`src/rtl/popcount_tern_seq.sv`:
```
// Sequential ternary-neuron popcount: counts W bits of each polarity per cycle,
// then registers the counts, their signed difference and a thresholded decision.
module popcount_tern_seq #(
  parameter int N  = 25,
  parameter int W  = 5,
  parameter int CW = $clog2(N + 1),
  parameter int S  = (N + W - 1) / W
) (
  input  logic          clk,
  input  logic          rst_n,
  input  logic          in_valid,
  output logic          in_ready,
  input  logic [N-1:0]  in_pos,
  input  logic [N-1:0]  in_neg,
  input  logic [CW:0]   thr_hi,
  input  logic [CW:0]   thr_lo,
  output logic          out_valid,
  input  logic          out_ready,
  output logic [CW-1:0] out_cnt_pos,
  output logic [CW-1:0] out_cnt_neg,
  output logic [CW:0]   out_diff,
  output logic [1:0]    out_tern,
  output logic [1:0]    dbg_state_o
);

  // Handshakes: a transfer happens on a rising edge where valid && ready are both 1;
  // valid never drops and the data never changes until that edge.

  localparam int KW = (S > 1) ? $clog2(S) : 1;
  localparam int SW = S * W;

  typedef enum logic [1:0] {IDLE = 2'd0, RUN = 2'd1, DONE = 2'd2} state_t;

  function automatic logic [CW-1:0] pop_slice(input logic [W-1:0] v);
    logic [CW-1:0] c;
    c = '0;
    for (int i = 0; i < W; i++) c = c + CW'(v[i]);
    return c;
  endfunction

  state_t        state_q;
  logic          in_ready_q, out_valid_q;
  logic [SW-1:0] pos_q, neg_q, pos_ext, neg_ext;
  logic [CW:0]   thr_hi_q, thr_lo_q;
  logic [KW-1:0] k_q;
  logic [CW-1:0] acc_pos_q, acc_neg_q, sum_pos_d, sum_neg_d;
  logic [CW-1:0] cnt_pos_q, cnt_neg_q;
  logic [CW:0]   diff_q, diff_d;
  logic [1:0]    tern_q, tern_d;
  logic [W-1:0]  slice_pos, slice_neg;
  logic          last_slice;

  // Operands are zero-padded to whole slices so the last slice counts padding as 0.
  always_comb begin
    pos_ext = '0;
    neg_ext = '0;
    pos_ext[N-1:0] = in_pos;
    neg_ext[N-1:0] = in_neg;
    slice_pos  = pos_q[k_q * W +: W];
    slice_neg  = neg_q[k_q * W +: W];
    last_slice = (k_q == KW'(S - 1));
    sum_pos_d  = acc_pos_q + pop_slice(slice_pos);
    sum_neg_d  = acc_neg_q + pop_slice(slice_neg);
    diff_d     = {1'b0, sum_pos_d} - {1'b0, sum_neg_d};
    tern_d     = 2'b00;
    if ($signed(diff_d) >= $signed(thr_hi_q))      tern_d = 2'b01;
    else if ($signed(diff_d) <= $signed(thr_lo_q)) tern_d = 2'b11;
  end

  always_ff @(posedge clk) begin
    if (!rst_n) begin
      state_q     <= IDLE;
      in_ready_q  <= 1'b0;
      out_valid_q <= 1'b0;
      pos_q       <= '0;
      neg_q       <= '0;
      thr_hi_q    <= '0;
      thr_lo_q    <= '0;
      k_q         <= '0;
      acc_pos_q   <= '0;
      acc_neg_q   <= '0;
      cnt_pos_q   <= '0;
      cnt_neg_q   <= '0;
      diff_q      <= '0;
      tern_q      <= 2'b00;
    end else begin
      case (state_q)
        IDLE: begin
          in_ready_q <= 1'b1;
          if (in_valid && in_ready_q) begin
            pos_q      <= pos_ext;
            neg_q      <= neg_ext;
            thr_hi_q   <= thr_hi;
            thr_lo_q   <= thr_lo;
            acc_pos_q  <= '0;
            acc_neg_q  <= '0;
            k_q        <= '0;
            in_ready_q <= 1'b0;
            state_q    <= RUN;
          end
        end
        RUN: begin
          acc_pos_q <= sum_pos_d;
          acc_neg_q <= sum_neg_d;
          if (last_slice) begin
            cnt_pos_q   <= sum_pos_d;
            cnt_neg_q   <= sum_neg_d;
            diff_q      <= diff_d;
            tern_q      <= tern_d;
            out_valid_q <= 1'b1;
            state_q     <= DONE;
          end else begin
            k_q <= k_q + KW'(1);
          end
        end
        DONE: begin
          if (out_ready) begin
            out_valid_q <= 1'b0;
            in_ready_q  <= 1'b1;
            state_q     <= IDLE;
          end
        end
        default: state_q <= IDLE;
      endcase
    end
  end

  assign in_ready    = in_ready_q;
  assign out_valid   = out_valid_q;
  assign out_cnt_pos = cnt_pos_q;
  assign out_cnt_neg = cnt_neg_q;
  assign out_diff    = diff_q;
  assign out_tern    = tern_q;
  assign dbg_state_o = state_q;

endmodule

```
`config.mk`:
```
export PLATFORM = sky130hd
export DESIGN_NAME = popcount_tern_seq
export DESIGN_NICKNAME = d
export VERILOG_FILES = /design/src/rtl/popcount_tern_seq.sv
export SDC_FILE = /design/constraint.sdc
export NUM_CORES = 1
export LEC_CHECK = 0
export ABC_CLOCK_PERIOD_IN_PS = 5880
export BUFFER_PORTS_ARGS = -buffer_cell sky130_fd_sc_hd__buf_2
export CELL_PAD_IN_SITES_DETAIL_PLACEMENT = 1
export CELL_PAD_IN_SITES_GLOBAL_PLACEMENT = 1
export CORE_UTILIZATION = 37
export DETAILED_ROUTE_END_ITERATION = 7
export PLACE_DENSITY_LB_ADDON = 0.1
export SLEW_MARGIN = 40
export SYNTH_ARGS = -nofsm -noshare
export SYNTH_HDL_FRONTEND = slang
export SYNTH_SLANG_ARGS = --single-unit
export TNS_END_PERCENT = 1
```
`constraint.sdc`:
```
create_clock -name clk -period 5.88 [get_ports clk]
set_input_delay 0.588 -clock clk [delete_from_list [all_inputs] [get_ports clk]]
set_output_delay 0.588 -clock clk [all_outputs]
set_load 0.01 [all_outputs]
```
### Word-level counts from Yosys, hierarchy flattened

Index checks and enable logic that the tools add are counted.

* output and inout port bits: 22
* word-level logic and storage cells: 68
* bits of input ports: 66
* register bits after elaboration: 97

* magnitude comparators: 2
* add/sub/neg operators: 12
* mux-type cells: 18
* shift-type cells: 2
* equality and inequality tests: 7
* multiply operators: 1
* reductions and logical operators: 12

Operators by type and width (count)
* 25-bit by 7-bit indexed part select with 5-bit output: 2
* 5-bit case mux with 2 select lines: 2
* 4-bit by 1-bit adder with 5-bit output: 2
* 5-bit adder: 2
* 2-bit two-way mux: 5
* 3-bit AND reduction: 3
* 3-bit by 1-bit adder with 4-bit output: 2
* 2-bit != test, second input constant: 4
* 2-bit AND reduction: 4
* 2-bit by 1-bit adder with 3-bit output: 2
* 6-bit >= comparator: 1
* 6-bit <= comparator: 1
* 3-bit by 3-bit multiplier with 6-bit output, second input constant: 1
* 3-bit two-way mux: 2
* 2-bit case mux with 3 select lines: 1
* 3-bit case mux with 2 select lines: 1
* 2-bit nonzero test: 3
* 5-bit by 5-bit subtractor with 6-bit output: 1
* 5-bit two-way mux: 1
* 1-bit by 1-bit adder with 2-bit output: 2
* 1-bit two-way mux: 4
* 1-bit case mux with 2 select lines: 2
* 3-bit by 1-bit adder with 3-bit output, second input constant: 1
* 3-bit == test, second input constant: 1
* 4 further kinds: 4

### Logic depth before layout (Yosys ltp)

Gate-level depths: netlist of the first run.

* depth after elaboration: 11
* depth in mapped cells: 24
* gate-level depth less buffers: 24

### Least setup slack after synthesis of the first run

OpenSTA, ideal clock, no wires.

* path type: register to register
* start: register k_q[0]
* end: register tern_q[1] (netlist: out_tern[1])
* clock period less this slack: 5.106 ns
* required time: 5.794 ns
* path slack: 0.774 ns
* setup time: 0.086 ns
* data arrival time: 5.020 ns
* stages on the path, launching flop included: 22
* path through: dfxtp_1 > buf_1 > mux2i_1 > nor2_1 > a21oi_1 > fa_1 > inv_1 > fa_1 > ha_1 > fa_1 > inv_1 > fa_1 > a21o_1 > maj3_2 > xor2_1 > ha_1 > nor2_1 > nand2_1 > o22ai_1 > a21oi_1 > or3_1 > a211oi_1

* longest elaborated chain between the ends: 11
* elaborated cells between the ends (all ways): 20
* classes of those cells: add/sub: 11; mul: 1; order compare: 2; eq/ne: 1; shift: 2; mux: 2; reduce/logical: 1

RTL lines
* start, declared: line 45 `logic [KW-1:0] k_q;`
* start signal, assigned: line 113 `k_q <= k_q + KW'(1);`
* 3-bit by 3-bit multiplier with 6-bit output (*): line 60 `slice_neg = neg_q[k_q * W +: W];`
* 25-bit by 7-bit indexed part select with 5-bit output (*): line 60
* 1-bit by 1-bit adder with 2-bit output: line 37 `for (int i = 0; i < W; i++) c = c + CW'(v[i]);`
* 2-bit by 1-bit adder with 3-bit output: line 37
* 3-bit by 1-bit adder with 4-bit output: line 37
* 4-bit by 1-bit adder with 5-bit output (*): line 37
* 5-bit adder (*): line 63 `sum_neg_d = acc_neg_q + pop_slice(slice_neg);`
* via sum_neg_d[1]: line 46 `logic [CW-1:0] acc_pos_q, acc_neg_q, sum_pos_d, sum_neg_d;`
* 5-bit by 5-bit subtractor with 6-bit output (*): line 64 `diff_d = {1'b0, sum_pos_d} - {1'b0, sum_neg_d};`
* via diff_d[4]: line 48 `logic [CW:0] diff_q, diff_d;`
* 6-bit <= comparator: line 67 `else if ($signed(diff_d) <= $signed(thr_lo_q)) tern_d = 2'b11;`
* 2-bit two-way mux: line 67
* 2-bit two-way mux (*): line 66 `if ($signed(diff_d) >= $signed(thr_hi_q)) tern_d = 2'b01;`
* end signal, assigned: line 109 `tern_q <= tern_d;`
* end, declared: line 49 `logic [1:0] tern_q, tern_d;`

The timed path passes the listed nets; every way through them passes the cells marked *.
A chain may end at the register's enable or synchronous reset.

### Final worst setup path of the first run

* start: register k_q[1]
* end: register tern_q[1] (netlist: out_tern[1])

Same word-level chain as after synthesis.

==> results.cfg, run 1 <==
[synth]
yosys_warnings = 0
synthTopCellsByCount = nand2_1, dfxtp_1, a21oi_1
syn_area_sq_um = 4642
yosysMostFrequentCell = nand2_1
synth_top_area_cell = dfxtp_1
yosysSeqAreaShare_pct = 41.83
synthArstFlopShare_pct = 0
synth_top_cell_area_share_pct = 41.83
synth_nets = 680
synthCells = 581
synthDistinctLibCells = 41
avgSynthCellArea_sq_um = 7.990
ys_top_cells_by_area = dfxtp_1, nand2_1, a21oi_1
synth_ff_type = dfxtp_1
synth-seq-cells = 97
synth_edf_count = 0

[detailed_routing]
drc_errors = 0
dr.pass1.iters = 4
ant_nets = 0
drtIter0Drc = 120
totalWireLength_um = 12220
wl_per_cell_um = 14.89
vias = 4073
via_per_inst = 4.961

[placed_design]
gp_congestion = 0.7924
hpwl_um = 8728
io_buffer_count = 87

[setup_path]
crit_path_start = k_q[1]$_SDFFE_PN0P_
crit_path_end_kind = flip-flop
crit_chain = nand2b_1, nor2_1, a21oi_1, fa_1, inv_1, fa_1, ha_1, fa_1, inv_1, fa_1, a21o_1, maj3_2, xor2_1, ha_1, nor2_1, nand2_1, o22ai_1, a21oi_1, or3_1, a211oi_1
cp.arrival_ps = 5720
cp_num_buf_inv = 2
worstRegToRegCells = 20
crit_cells = 20
cpLargestDelayFamily = adder cells
timing.rr.end = out_tern[1]$_SDFFE_PN0P_
reg2reg_from = k_q[1]$_SDFFE_PN0P_
critPathMaxFanout = 10
crit_top_cell = fa_1
required_ps = 6140
crit_end = out_tern[1]$_SDFFE_PN0P_
startpoint_type = flip-flop
rrSetupSlack_ps = 420
critPathKind = flip-flop to flip-flop
cpPeakStageDelay_ps = 570
slowest_stage = dfxtp_1

[sta]
worst_pin_slew_ps = 722.2
rsz0062_at_grt = false
tns_ps = 0
skew_ps = 8.877
final-max-slew-violation-count = 0
timing.fmax_mhz = 183.2
fin_crit_sh_pct = 92.85
period_minus_slack_ps = 5460
slew_headroom_pct = 51.85
setup_violations = 0
hold_slack_ps = 451.9
hold_viol = 0

[clock_tree]
clock_latency_ps = 350
root_buffer = clkbuf_16
cts_tree = yes
cts_sinks = 97
clk_pin_slew_ps = 60
cts_made_buffers = 9
clock_path_buffers = 2
htreeDepth = 3

[global_routing]
grt_use_total_pct = 20.05
antenna_found_initial = 0
grt_start_max_net_pins = 92
grt_pass1_wl_um = 20200
grt_pass1_vias = 4187
overflow = 0

[floorplanning]
row_count = 40
coreArea_sq_um = 12110
start_util_pct = 38.33
die_h_um = 114.0
die_w_um = 114.0
die_area_sq_um = 13000
ios = 88

[power_and_ir_drop]
p_leak_nw = 2.234
ir_worst_vdd_mv = 0.2071
powerDensity_nw_per_um2 = 301.5

[min_path]
hp-class = flip-flop to flip-flop

[final_layout]
antenna_cells = 0
drive_gt1_share_pct = 17.92
nets = 747
fin_util_pct = 45.25
syn_to_final_growth_pct = 18.06
fillers = 1552

[run]
maxCapViolations = 0

[status]
status = complete, no violations
[worst min path at each step]
stage                                      startpoint                     endpoint  depth (start not counted)
after detailed placement     thr_hi_q[2]$_SDFFE_PN0P_     thr_hi_q[2]$_SDFFE_PN0P_                          2
final                     out_cnt_neg[3]$_SDFFE_PN0P_  out_cnt_neg[3]$_SDFFE_PN0P_                          2
after global routing                       in_pos[21]       pos_q[21]$_SDFFE_PN0P_                          3
after global placement       out_diff[1]$_SDFFE_PN0P_     out_diff[1]$_SDFFE_PN0P_                          2
after CTS                 out_cnt_neg[3]$_SDFFE_PN0P_  out_cnt_neg[3]$_SDFFE_PN0P_                          2
after floorplan                 neg_q[0]$_SDFFE_PN0P_        neg_q[0]$_SDFFE_PN0P_                          2
[final cells by class]
class | count | area (sq um) | area share (%)
multi-input cells | 423 | 2466 | 45.00
repair buffers | 92 | 476.7 | 8.699
well taps | 168 | 210.2 | 3.836
clock buffers | 13 | 250.2 | 4.566
clock inverters | 3 | 40.04 | 0.7306
flip-flops and latches | 97 | 1943 | 35.46
inverters | 25 | 93.84 | 1.712
[cell usage in the layout, fill, tap and decap left out, drive strengths merged, types with 2 or more instances in the layout]
cell type	Yosys	layout
a22oi	8	8
nand4	2	2
nand3	3	3
nor3	5	5
buf	7	92
o21a	3	3
nor2	40	40
o21ai	9	9
nand2	159	159
nand2b	2	2
or3	2	2
dfxtp	97	97
a21oi	95	95
clkinv	0	2
xnor2	5	5
nor2b	5	5
fa	7	7
mux2i	20	20
inv	25	25
a21o	4	4
ha	26	26
or2	2	2
clkbuf	29	13
a211oi	4	4
o22ai	7	7
xor2	4	4
[report_power, final]
group	total (W)	switching, W	internal [W]	leakage (nW)
registers	0.000698	0.0000158	0.000682	0.788
clock network	0.000588	0.000248	0.000341	0.144
logic	0.000366	0.000214	0.000153	1.30
[cell families (layout without fill, tap and decap cells)]
group | Yosys count | after routing | share of synthesized area, %
flops | 97 | 97 | 41.83
fa+ha+maj | 34 | 34 | 10.27
simple gates | 223 | 223 | 19.35
mux | 20 | 20 | 4.313
compound gates | 136 | 136 | 16.47
buf+inv | 61 | 133 | 5.337
xor+xnor | 10 | 10 | 2.426
[state kept, by name (all words and copies together), names as in the netlist]
signal	cells
dbg_state_o	2
acc_pos_q	5
in_ready	1
k_q	3
acc_neg_q	5
out_tern	2
thr_hi_q	6
thr_lo_q	6
out_cnt_neg	5
out_diff	6
out_valid	1
neg_q	25
out_cnt_pos	5
pos_q	25
[worst register-to-register path, delay by kind of cell (launching register included)]
kind / cells / cell delay [ps]
flops: 1 / 570
compound gates: 5 / 730
fa+ha+maj: 7 / 2730
simple gates: 5 / 1020
xor+xnor: 1 / 180
buf+inv: 2 / 150
[per-layer routing]
metal / vias to the layer above / track usage [%] / routed length (um)
met1: 1920 / 24.56 / 5828
met2: 70 / 34.46 / 5805
met5: - / 0 / 0
met4: 0 / 8.745 / 240
li1: 2068 / - / -
met3: 15 / 3.507 / 347
[timing repair]
action	in CTS	in global routing
gates resized for setup	0	2
endpoints found under the setup margin	0	1
buffers inserted	0	0
hold buffers	0	0
[per-stage QoR]
step	total power [W]	instances	setup slack (ps)	cell area [sq um]
2_1_floorplan	0.0009607	581	774.5	4642
3_3_place_gp	0.001060	805	553.0	5179
3_5_place_dp	0.001078	805	314.9	5186
4_1_cts	0.001675	821	225.3	5477
5_1_grt	0.001745	821	103.9	5480
6_report	0.001652	821	420.3	5480
No activity file was read; power rests on OpenSTA's default activity.
==> run 2, diff against run 1 <==
Settings changed: CORE_UTILIZATION 37 to 35.
==> results.cfg, run 2 (synthesis gave the netlist of run 1 again) <==
[clock_tree]
clk_pin_slew_ps = 70
cts_tree = yes
root_buffer = clkbuf_16
clock_path_buffers = 2
htreeDepth = 3
cts_made_buffers = 9
cts_sinks = 97
clock_latency_ps = 350

[final_layout]
layout_commonest_cell = nand2_1
fillers = 1587
syn_to_final_growth_pct = 19.30
drive_gt1_share_pct = 18.47
nets = 749
layout_common_cells = nand2_1, dfxtp_1, a21oi_1
top_regs = neg_q x25, pos_q x25
antenna_cells = 0

[floorplanning]
ios = 88
start_util_pct = 36.34
coreArea_sq_um = 12770
row_count = 41
die_h_um = 117.2
die_area_sq_um = 13730
die_w_um = 117.2

[placed_design]
gp_congestion = 0.7879
post-place-ws_ps = 321.7
hpwl_um = 9223
io_buffer_count = 87

[detailed_routing]
drtIter0Drc = 167
vias = 4070
via_per_inst = 4.921
dr.pass1.iters = 4
ant_nets = 0
wl_per_cell_um = 15.37
totalWireLength_um = 12710
drc_errors = 0

[global_routing]
antenna_found_initial = 0
grt_pass1_wl_um = 20120
overflow = 0
grt_use_total_pct = 19.58
grt_start_max_net_pins = 64
grt_pass1_vias = 4037

[setup_path]
crit_cells = 20
critPathMaxFanout = 10
crit_path_end_kind = flip-flop
cpPeakStageDelay_ps = 600
required_ps = 6150
rrSetupSlack_ps = 430
crit_top_cell = fa_1
cpLargestDelayFamily = adder cells
worstRegToRegCells = 20
crit_chain = nand2b_1, nor2_1, a21oi_1, fa_1, inv_1, fa_1, ha_1, fa_1, inv_1, fa_1, a21o_1, maj3_2, xor2_1, ha_1, nor2_1, nand2_1, o22ai_1, a21oi_1, or3_1, a211oi_1
startpoint_type = flip-flop
cp_num_buf_inv = 2
cp.arrival_ps = 5710
slowest_stage = dfxtp_1
critPathKind = flip-flop to flip-flop

[sta]
setup_slack_ps = 434.0
setup_violations = 0
timing.fmax_mhz = 183.6
period_minus_slack_ps = 5446
final-max-slew-violation-count = 0
rsz0062_at_grt = false
worst_pin_slew_ps = 691.6
tns_ps = 0
slew_headroom_pct = 53.89
hold_viol = 0
fin_crit_sh_pct = 92.62
skew_ps = 3.592

[power_and_ir_drop]
ir_worst_vdd_mv = 0.1512
p_leak_nw = 2.254
powerDensity_nw_per_um2 = 308.2

[min_path]
hold_depth = 2
hp-class = flip-flop to flip-flop

[run]
maxCapViolations = 0

[status]
status = complete, no violations
## run 2: power breakdown
group | internal (W) | switching, W | total [W] | leakage (nW)
Clock | 0.000373 | 0.000262 | 0.000635 | 0.152
Combinational | 0.000155 | 0.000218 | 0.000373 | 1.31
Sequential | 0.000682 | 0.0000167 | 0.000698 | 0.787
Total | 0.00121 | 0.000497 | 0.00171 | 2.25
## run 2: cell type report
type	instances	area [sq um]	share of cell area [%]
clock buffers	9	225.2	4.067
inverters	25	96.34	1.740
repair buffers	94	499.2	9.015
well taps	172	215.2	3.886
clock inverters	7	93.84	1.695
flip-flops and latches	97	1942	35.07
multi-input cells	423	2466	44.53
## run 2: worst reg2reg max path, delay by kind of cell, from the launching register on
kind            cells  cell delay, ps
fa+ha+maj           7            2570
simple gates        5            1050
compound gates      5             770
flops               1             600
buf+inv             2             190
xor+xnor            1             190
## run 2: path summary, 6_finish.rpt
check / startpoint / end
max: k_q[2]$_SDFFE_PN0P_ / out_tern[1]$_SDFFE_PN0P_
min: out_cnt_pos[3]$_SDFFE_PN0P_ / out_cnt_pos[3]$_SDFFE_PN0P_
max reg2reg: k_q[2]$_SDFFE_PN0P_ / out_tern[1]$_SDFFE_PN0P_
min reg2reg: out_cnt_pos[3]$_SDFFE_PN0P_ / out_cnt_pos[3]$_SDFFE_PN0P_
## run 2: per-layer routing
| layer | routed length (um) | GRT usage [%] |
|---|---|---|
| met3 | 286 | 3.450 |
| met2 | 6033 | 31.53 |
| met5 | 0 | 0 |
| met4 | 158 | 8.608 |
| met1 | 6233 | 25.71 |
## run 2: timing repair
action | 4_1_cts | 5_1_grt
setup buffers | 0 | 0
setup endpoints to repair | 0 | 1
hold buffers | 0 | 0
resized for setup | 0 | 1
endpoints found under the hold margin | 0 | 0
## run 2: through the flow
stage	instance area (sq um)	hold slack [ps]	power, W	cells	util (%)
finish	5538	453.8	0.001707	827	43.35
detailed placement	5216	447.9	0.001084	811	40.84
global route	5538	472.7	0.001795	827	43.35
global placement	5184	440.9	0.001064	809	40.58
CTS	5535	457.4	0.001728	827	43.33
floorplan	4642	435.7	0.0009607	581	-
